==> src/rtl/ram_burst_ctrl.sv <==
// ---------------------------------------------------------------------------
// ram_burst_ctrl
//
// Burst controller between a command/stream interface and a single-port,
// one-cycle-latency RAM. A write burst streams WR beats into consecutive RAM
// rows; a read burst issues consecutive RAM reads and streams the returned
// rows out through a 4-entry FIFO, with read issue throttled by credits so
// that the FIFO can never overflow while the consumer stalls.
//
// Optional feature:
//   RAM_BURST_CTRL_WRAP_EN  defined   : bursts may cross row DEPTH-1 and wrap
//                                       to row 0 (any CMD_LEN 1..DEPTH).
//                           undefined : bursts that would cross row DEPTH-1
//                                       are rejected with ERR.
//
// Ports:
//   CLK, RSTN                     clock, synchronous active-low reset
//   CMD_VALID/CMD_READY           burst command handshake
//   CMD_WRITE, CMD_ADDR, CMD_LEN  direction, first row, row count (1..DEPTH)
//   WR_VALID/WR_READY             write-beat handshake
//   WR_DATA, WR_STRB              write row data and byte enables
//   RD_VALID/RD_READY             read-beat handshake
//   RD_DATA, RD_LAST              read row data, final-beat marker
//   DONE, ERR                     one-cycle pulses: burst done / cmd rejected
//   RAM_ADDR, RAM_REN             RAM row address, read enable
//   RAM_RVALID, RAM_RDATA         RAM read return (one cycle after RAM_REN)
//   RAM_WEN, RAM_WDATA, RAM_WSTRB RAM write enable, data, byte strobes
//   DBG_STATE                     current FSM state (IDLE=0, WR=1,
//                                 RD_ISSUE=2, RD_DRAIN=3, DONE=4)
//
// Handshakes (CMD, WR, RD): a transfer happens on a rising CLK edge where
// both valid and ready are high; the source keeps valid and payload stable
// while valid is high and ready is low.
// ---------------------------------------------------------------------------
module ram_burst_ctrl #(
   parameter int WIDTH = 64,
   parameter int DEPTH = 512,
   localparam int AW = $clog2(DEPTH),
   localparam int SW = WIDTH / 8
) (
   input  logic              CLK,
   input  logic              RSTN,
   input  logic              CMD_VALID,
   output logic              CMD_READY,
   input  logic              CMD_WRITE,
   input  logic [AW-1:0]     CMD_ADDR,
   input  logic [AW:0]       CMD_LEN,
   input  logic              WR_VALID,
   output logic              WR_READY,
   input  logic [WIDTH-1:0]  WR_DATA,
   input  logic [SW-1:0]     WR_STRB,
   output logic              RD_VALID,
   input  logic              RD_READY,
   output logic [WIDTH-1:0]  RD_DATA,
   output logic              RD_LAST,
   output logic              DONE,
   output logic              ERR,
   output logic [AW-1:0]     RAM_ADDR,
   output logic              RAM_REN,
   input  logic              RAM_RVALID,
   input  logic [WIDTH-1:0]  RAM_RDATA,
   output logic              RAM_WEN,
   output logic [WIDTH-1:0]  RAM_WDATA,
   output logic [SW-1:0]     RAM_WSTRB,
   output logic [2:0]        DBG_STATE
);

   localparam int LW = AW + 1;   // width of row counts
   localparam int EW = AW + 2;   // width wide enough for ADDR+LEN

   typedef enum logic [2:0] {
      S_IDLE     = 3'd0,
      S_WR       = 3'd1,
      S_RD_ISSUE = 3'd2,
      S_RD_DRAIN = 3'd3,
      S_DONE     = 3'd4
   } state_t;

   state_t            state;
   logic [AW-1:0]     addr;        // next row to access
   logic [LW-1:0]     issue_left;  // read rows not yet issued to the RAM
   logic [LW-1:0]     beats_left;  // beats not yet transferred on WR / RD
   logic [2:0]        inflight;    // reads issued whose data has not returned

   logic [WIDTH-1:0]  fifo_mem [4];
   logic [1:0]        wptr;
   logic [1:0]        rptr;
   logic [2:0]        fifo_cnt;

   logic              cmd_fire;
   logic              cmd_bad;
   logic              cmd_rd_go;
   logic              rd_issue;
   logic              ren_next;
   logic              can_issue;
   logic              rd_push;
   logic              rd_pop;
   logic [2:0]        inflight_nxt;
   logic [2:0]        fifo_cnt_nxt;

   function automatic logic [AW-1:0] next_row(input logic [AW-1:0] a);
      if (a == AW'(DEPTH - 1)) next_row = '0;
      else                     next_row = a + AW'(1);
   endfunction

   // Command legality
`ifdef RAM_BURST_CTRL_WRAP_EN
   assign cmd_bad = (CMD_LEN == '0) ||
                    ({1'b0, CMD_LEN} > EW'(DEPTH)) ||
                    ({2'b00, CMD_ADDR} >= EW'(DEPTH));
`else
   logic [EW-1:0] cmd_end;
   assign cmd_end = {2'b00, CMD_ADDR} + {1'b0, CMD_LEN};
   assign cmd_bad = (CMD_LEN == '0) || (cmd_end > EW'(DEPTH));
`endif

   assign cmd_fire  = (state == S_IDLE) && CMD_VALID && CMD_READY;
   assign cmd_rd_go = cmd_fire && !cmd_bad && !CMD_WRITE;

   // A read slot is free when in-flight reads plus buffered rows leave room
   // in the FIFO. Pops in the current cycle are not credited until the next
   // cycle, which keeps the check conservative without costing throughput.
   assign can_issue = ({1'b0, inflight} + {1'b0, fifo_cnt}) < 4'd4;
   assign rd_issue  = (state == S_RD_ISSUE) && (issue_left != '0) && can_issue;
   assign ren_next  = rd_issue || cmd_rd_go;

   // Stray returns with nothing outstanding are dropped.
   assign rd_push = RAM_RVALID && (inflight != 3'd0);
   assign rd_pop  = (fifo_cnt != 3'd0) && RD_READY;

   always_comb begin
      inflight_nxt = inflight;
      if (ren_next) inflight_nxt = inflight_nxt + 3'd1;
      if (rd_push)  inflight_nxt = inflight_nxt - 3'd1;
   end

   always_comb begin
      fifo_cnt_nxt = fifo_cnt;
      if (rd_push) fifo_cnt_nxt = fifo_cnt_nxt + 3'd1;
      if (rd_pop)  fifo_cnt_nxt = fifo_cnt_nxt - 3'd1;
   end

   // FIFO head drives the read stream; data reads as zero when empty so the
   // bus is clean after reset.
   assign RD_VALID  = (fifo_cnt != 3'd0);
   assign RD_DATA   = (fifo_cnt != 3'd0) ? fifo_mem[rptr] : '0;
   assign RD_LAST   = (fifo_cnt != 3'd0) && (beats_left == LW'(1));
   assign DBG_STATE = state;

   always_ff @(posedge CLK) begin
      if (rd_push) fifo_mem[wptr] <= RAM_RDATA;
   end

   always_ff @(posedge CLK) begin
      if (!RSTN) begin
         state      <= S_IDLE;
         addr       <= '0;
         issue_left <= '0;
         beats_left <= '0;
         inflight   <= 3'd0;
         wptr       <= 2'd0;
         rptr       <= 2'd0;
         fifo_cnt   <= 3'd0;
         CMD_READY  <= 1'b0;
         WR_READY   <= 1'b0;
         DONE       <= 1'b0;
         ERR        <= 1'b0;
         RAM_REN    <= 1'b0;
         RAM_WEN    <= 1'b0;
         RAM_ADDR   <= '0;
         RAM_WDATA  <= '0;
         RAM_WSTRB  <= '0;
      end else begin
         RAM_REN  <= 1'b0;
         RAM_WEN  <= 1'b0;
         DONE     <= 1'b0;
         ERR      <= 1'b0;
         inflight <= inflight_nxt;
         fifo_cnt <= fifo_cnt_nxt;
         if (rd_push) wptr <= wptr + 2'd1;
         if (rd_pop)  rptr <= rptr + 2'd1;

         case (state)
            S_IDLE: begin
               if (cmd_fire) begin
                  if (cmd_bad) begin
                     ERR <= 1'b1;
                  end else if (CMD_WRITE) begin
                     state      <= S_WR;
                     CMD_READY  <= 1'b0;
                     WR_READY   <= 1'b1;
                     addr       <= CMD_ADDR;
                     beats_left <= CMD_LEN;
                  end else begin
                     // First read goes out on the accept edge.
                     state      <= S_RD_ISSUE;
                     CMD_READY  <= 1'b0;
                     RAM_REN    <= 1'b1;
                     RAM_ADDR   <= CMD_ADDR;
                     addr       <= next_row(CMD_ADDR);
                     issue_left <= CMD_LEN - LW'(1);
                     beats_left <= CMD_LEN;
                  end
               end else begin
                  CMD_READY <= 1'b1;
               end
            end

            S_WR: begin
               if (WR_READY && WR_VALID) begin
                  RAM_WEN    <= 1'b1;
                  RAM_ADDR   <= addr;
                  RAM_WDATA  <= WR_DATA;
                  RAM_WSTRB  <= WR_STRB;
                  addr       <= next_row(addr);
                  beats_left <= beats_left - LW'(1);
                  if (beats_left == LW'(1)) WR_READY <= 1'b0;
               end else if (!WR_READY) begin
                  // Last RAM write is on the bus this cycle; finish next.
                  state <= S_DONE;
                  DONE  <= 1'b1;
               end
            end

            S_RD_ISSUE: begin
               if (rd_pop) beats_left <= beats_left - LW'(1);
               if (rd_issue) begin
                  RAM_REN    <= 1'b1;
                  RAM_ADDR   <= addr;
                  addr       <= next_row(addr);
                  issue_left <= issue_left - LW'(1);
                  if (issue_left == LW'(1)) state <= S_RD_DRAIN;
               end else if (issue_left == '0) begin
                  state <= S_RD_DRAIN;
               end
            end

            S_RD_DRAIN: begin
               if (rd_pop) begin
                  beats_left <= beats_left - LW'(1);
                  if (beats_left == LW'(1)) begin
                     state <= S_DONE;
                     DONE  <= 1'b1;
                  end
               end
            end

            S_DONE: begin
               state     <= S_IDLE;
               CMD_READY <= 1'b1;
            end

            default: begin
               state <= S_IDLE;
            end
         endcase
      end
   end

endmodule

==> config.mk <==
export PLATFORM = sky130hd
export DESIGN_NAME = ram_burst_ctrl
export DESIGN_NICKNAME = d
export VERILOG_FILES = /design/src/rtl/ram_burst_ctrl.sv
export SDC_FILE = /design/constraint.sdc
export NUM_CORES = 1
export LEC_CHECK = 0
export CAP_MARGIN = 10
export CORE_MARGIN = 5
export CORE_UTILIZATION = 50
export CTS_BUF_LIST = sky130_fd_sc_hd__clkbuf_2
export DETAILED_ROUTE_END_ITERATION = 8
export PLACE_DENSITY_LB_ADDON = 0.12
export SKIP_LAST_GASP = 1
export SYNTH_ARGS = -nofsm -noshare
export SYNTH_HDL_FRONTEND = slang
export SYNTH_SLANG_ARGS = --single-unit
export TNS_END_PERCENT = 10
==> constraint.sdc <==
create_clock -name CLK -period 4.7 [get_ports CLK]
set_clock_uncertainty 0.2 [all_clocks]
set_input_delay 0.47 -clock CLK [delete_from_list [all_inputs] [get_ports CLK]]
set_output_delay 0.47 -clock CLK [all_outputs]
set_load 0.01 [all_outputs]
After elaboration in Yosys (flattened, before gate mapping)
Memory sizes are Yosys's and may differ from the RTL's. A register that Yosys moved wholly into a read port is not among the register bits. Cells that the tools add are included.

Register bits after elaboration: 129. Output and inout port bits: 156. Bits in writable memories: 256. Memories kept: 1. Word-level logic and storage cells: 157. Bits of input ports: 162.

Equality and inequality tests: 23. Muxes and demuxes: 65. Reductions and logical operators: 36. $lt $le $gt $ge: 2. Add/sub/neg operators: 13.

Memory list: fifo_mem (words 4, bits a word 64, read ports 1, clocked after memory_dff 1, write ports 1, RTL line 85) `logic [WIDTH-1:0] fifo_mem [4];`.

Operators by type and width (count): 9-bit two-way mux (12); 10-bit two-way mux (8); 64-bit two-way mux (1); 9-bit one-hot mux with 3 select lines (2); 3-bit two-way mux (13); 10-bit one-hot mux with 3 select lines (1); 10-bit by 1-bit subtractor with 10-bit output, second input constant (3); 2-bit inequality test, second input constant (11); 10-bit by 1-bit == test with 1-bit output, second input constant (2); 10-bit logical NOT (2); 10-bit one-hot mux with 2 select lines (1); 1-bit two-way mux (19); 9-bit by 1-bit adder with 9-bit output, second input constant (2); 9-bit == test, second input constant (2); 5-bit AND reduction (3); 3-bit one-hot mux with 4 select lines (1); 6-bit AND reduction (2); 3-bit nonzero test (4); 9-bit by 10-bit adder with 11-bit output (1); 11-bit by 10-bit greater-than comparator with 1-bit output, second input constant (1); 1-bit logical AND (10); 10-bit nonzero test (1); 1-bit one-hot mux with 2 select lines (4); 8-bit AND reduction (1); other kinds (19) (32).

Depth between registers and ports, before layout
Depth in word-level cells: 10. Depth in mapped cells: 16.

Worst setup path before layout
OpenSTA, ideal clock, no wires.

Kind: input to register. From: input CMD_ADDR[0]. To: register inflight[2]. Arrival: 3.327 ns. Path buffers: 1. Library setup time: 0.132 ns. Cell stages on the path: 16. Data required time: 4.368 ns. Path slack: 1.041 ns. Cells stage by stage: ha_1 -> inv_1 -> fa_1 -> nand2b_1 -> a211o_1 -> a31o_2 -> o311a_1 -> o31ai_4 -> a21oi_2 -> buf_2 -> xnor2_1 -> ha_1 -> nand2_1 -> xnor2_1 -> o21a_1 -> nor3_1.

Cells in the longest elaborated chain, start to end: 10.

Ends and longest elaborated chain: start, declared (RTL line 46) `input logic [AW-1:0] CMD_ADDR,`; 9-bit by 10-bit adder with 11-bit output (*) (RTL line 113) `assign cmd_end = {2'b00, CMD_ADDR} + {1'b0, CMD_LEN};`; 11-bit by 10-bit greater-than comparator with 1-bit output (*) (RTL line 114) `assign cmd_bad = (CMD_LEN == '0) || (cmd_end > EW'(DEPTH));`; 1-bit logical OR (*) (RTL line 114); 1-bit logical NOT (*) (RTL line 118) `assign cmd_rd_go = cmd_fire && !cmd_bad && !CMD_WRITE;`; 1-bit logical AND (*) (2 in a row) (RTL line 118); 1-bit logical OR (*) (RTL line 125) `assign ren_next = rd_issue || cmd_rd_go;`; 3-bit two-way mux (*) (RTL line 133) `if (ren_next) inflight_nxt = inflight_nxt + 3'd1;`; 3-bit by 1-bit subtractor with 3-bit output (RTL line 134) `if (rd_push) inflight_nxt = inflight_nxt - 3'd1;`; 3-bit two-way mux (*) (RTL line 134); end signal, assigned (RTL line 178) `inflight <= inflight_nxt;`; end, declared (RTL line 83) `logic [2:0] inflight;`.

Every way passes the cells marked *; elsewhere a longest branch is shown, timed or not. A chain may end at the register's enable or synchronous reset.

Final worst setup path
From: register fifo_cnt[0]. To: output RD_DATA[53].

Cells in the longest elaborated chain, start to end: 2.

Ends and longest elaborated chain: start, declared (RTL line 88) `logic [2:0] fifo_cnt;`; start signal, assigned (RTL line 179) `fifo_cnt <= fifo_cnt_nxt;`; 3-bit nonzero test (RTL line 146) `assign RD_DATA = (fifo_cnt != 3'd0) ? fifo_mem[rptr] : '0;`; 64-bit two-way mux (RTL line 146); end, declared (RTL line 54) `output logic [WIDTH-1:0] RD_DATA,`.

No other way between the ends.

==> results.json <==
{
  "outcome": "complete, no violations",
  "p_per_area_nw_per_um2": 419.7,
  "synth_cell_type_count": 66,
  "clockBufferDepth": 3,
  "cts_inserted_buffers": 98,
  "ys.flop_type": "edfxtp_1",
  "p_int_mw": 6.484,
  "post-route-min-period_ns": 4.114,
  "dp_hpwl_um": 26450,
  "fin_setup_tns_ns": 0,
  "first_global_vias": 12600,
  "portBuffers": 317,
  "crit_slowest_cell": "clkdlybuf4s50_1",
  "design_area_um2": 22380,
  "p_switching_mw": 2.907,
  "synth.area.top_cells": "edfxtp_1 47%, dfxtp_1 16%, mux4_2 8.8%",
  "arrival_ns": 3.44,
  "finalNetCount": 1962,
  "rsz0062_at_grt": "false",
  "seqCellArea_um2": 10310,
  "setup_viol": 0,
  "synth_area_um2": 16420,
  "dp.cells": 1971,
  "path_class": "reg -> out",
  "start_util": 0.5059,
  "io_pins": 318,
  "dr.pass1.iters": 5,
  "synth-edff-count": 256,
  "wl_per_cell_um": 18.77,
  "slew_violations": 0,
  "combPwrFrac": 0.324,
  "drive_gt1_frac": 0.1467,
  "max_cap_viol_count": 0,
  "fmax_mhz": 243.1,
  "yosysTopAreaCell": "edfxtp_1",
  "grt_pass1_wl_um": 66620,
  "synth_seq_area_share": 0.6280,
  "cts_tree": "built",
  "cp_cell_sequence": "inv_1 -> ha_1 -> nand2b_2 -> buf_4 -> and2_1 -> clkdlybuf4s50_1",
  "holdWs_ns": 0.1644,
  "clock_sinks": 387,
  "drc": 0,
  "async_reset_ff_frac": 0,
  "avgViaCountPerCell": 5.259,
  "dieWidth_um": 191.2,
  "multiInputGateArea_um2": 5731,
  "antenna_found_initial": 4,
  "slowest_delay_ns": 0.63,
  "cp.required_ns": 4.03,
  "postRouteAntennaNets": 0,
  "track_usage": 0.2316,
  "total_power_mw": 9.390,
  "power_frac_seq": 0.435,
  "end_kind": "output port",
  "grt_max_degree": 75,
  "die_h_um": 191.2,
  "tightest_slew_ns": 0.9596,
  "globalplace.congestion": 0.8664,
  "placed_area_um2": 20080,
  "yosysTopAreaCellShare": 0.4683,
  "fill_cells": 2349,
  "min_path_type": "in -> reg",
  "clk_latency_ns": 0.95,
  "leakage_nw": 7.749,
  "pwr-share-clk": 0.240,
  "clk_pin_slew_ns": 0.11,
  "yosys_warnings": 0,
  "ir_worst_vdd_uv": 337.0,
  "layout_commonest_cell": "clkdlybuf4s50_1",
  "hold_viol_final": 0,
  "drt_wl_total_um": 42960,
  "instances_no_fill": 2289,
  "vias": 12040,
  "cts_root_buffer": "clkbuf_2",
  "cp-start-kind": "register",
  "cts_max_level": 3,
  "synthesis.nets": 1459,
  "syn_to_final_growth_pct": 36.29,
  "synthCells": 1265,
  "cp_max_fo": 35,
  "switching_share": 0.3095,
  "core_um2": 32450,
  "rows": 66,
  "gr-total-overflow": 0,
  "layout_worst_path_cycle_share": 0.8752,
  "post_cts_resized": 0,
  "synth-seq-cells": 387,
  "max_slew_margin": 0.3603,
  "final_cell_mix": "317 x clkdlybuf4s50_1, 256 x edfxtp_1, 197 x nand2_1",
  "drtIter0Drc": 629,
  "syn-mean-instance-area_um2": 12.98,
  "die_area_um2": 36560
}
-- repair_timing --
action	4_1_cts	5_1_grt
hold endpoints to repair	331	0
hold buffers	139	0
buffers inserted	0	0
-- layout make-up --
class,count,area share
clock buffer,143,0.03199
inverter,24,0.004026
antenna,7,0.0007829
sequential,387,0.4610
clock inverter,29,0.007549
timing repair buffer,477,0.2138
multi-input combinational,780,0.2561
tap,442,0.02472
-- kinds of logic (layout without fill, tap and decap cells) --
logic type	count (synthesis)	in the layout	share of synthesized area
and+or+nand+nor	421	421	0.1226
other	0	7	0
adders and majority gates	32	32	0.02485
buffers and inverters	98	673	0.02378
muxes	86	86	0.1012
xor gates and xnor gates	27	27	0.01524
DFF	387	387	0.6280
AOI/OAI and AO/OA	214	214	0.08437
-- worst max-delay path: cells and delay by family (launching register included) --
family                     cells  cell delay (ns)
DFF                            1             0.41
buffers and inverters          3             1.17
and+or+nand+nor                2             0.71
adders and majority gates      1             0.20
-- through the flow --
step / setup slack, ns / util
after floorplan: 1.041 / -
after global placement: 0.4633 / 0.6188
after detailed placement: 0.3612 / 0.6188
after CTS: 0.3787 / 0.6889
after global routing: 0.2848 / 0.6893
final: 0.5864 / 0.6895
-- Yosys cell counts (4+ instances only) --
cell	number
edfxtp_1	256
nand2_1	197
dfxtp_1	131
a21oi_1	112
and2_1	71
mux4_2	64
clkbuf_1	59
nor2_1	52
ha_1	31
inv_1	23
mux2i_1	22
nand2b_1	22
xnor2_1	18
nor3_1	16
o21ai_0	15
o211ai_1	12
nand3_1	11
nor4_1	10
o32ai_1	10
or3_1	8
xor2_1	8
buf_1	7
o22ai_1	7
buf_2	6
nand4_1	6
nor2b_1	6
o22ai_2	6
a211oi_1	5
o21a_1	5
or2_2	5
a31oi_1	4
and3_1	4
o31ai_1	4
o41ai_1	4
-- layer usage --
layer | up-vias | track usage | wire (µm)
met4 | 0 | 0.08232 | 1126
met5 | - | 0 | 0
met1 | 5762 | 0.2902 | 17290
met2 | 436 | 0.3828 | 20800
met3 | 81 | 0.07159 | 3739
li1 | 5758 | - | -
-- power groups by stage --
stage / Clock [mW] / Sequential, mW / Combinational [mW]
3_5_place_dp: 0 / 4.17 / 2.96
6_report: 2.26 / 4.09 / 3.04
5_1_grt: 2.53 / 4.13 / 3.29
3_3_place_gp: 0 / 4.16 / 2.95
4_1_cts: 2.33 / 4.10 / 3.08
2_1_floorplan: 0 / 4.08 / 1.64
-- registers in the layout, summed over array words and instances (netlist names), named ones only --
register,cells
WR_READY,1
RAM_WEN,1
addr,9
fifo_cnt,3
rptr,2
RAM_ADDR,9
RAM_WSTRB,8
DBG_STATE,3
wptr,2
DONE,1
fifo_mem,256
issue_left,10
ERR,1
beats_left,10
inflight,3
RAM_REN,1
CMD_READY,1
RAM_WDATA,64
-- worst paths after layout --
kind	startpoint	to	slack, ns	depth (start not counted)
setup / recovery	fifo_cnt[0]	RD_DATA[53]	0.59	6
hold / removal	CMD_LEN[7]	beats_left[7]	0.16	3
setup reg to reg	fifo_cnt[0]	beats_left[3]	1.73	10
hold reg to reg	RAM_WDATA[24]	RAM_WDATA[24]	0.26	2
Note: power is estimated with default switching activity, not from simulation.
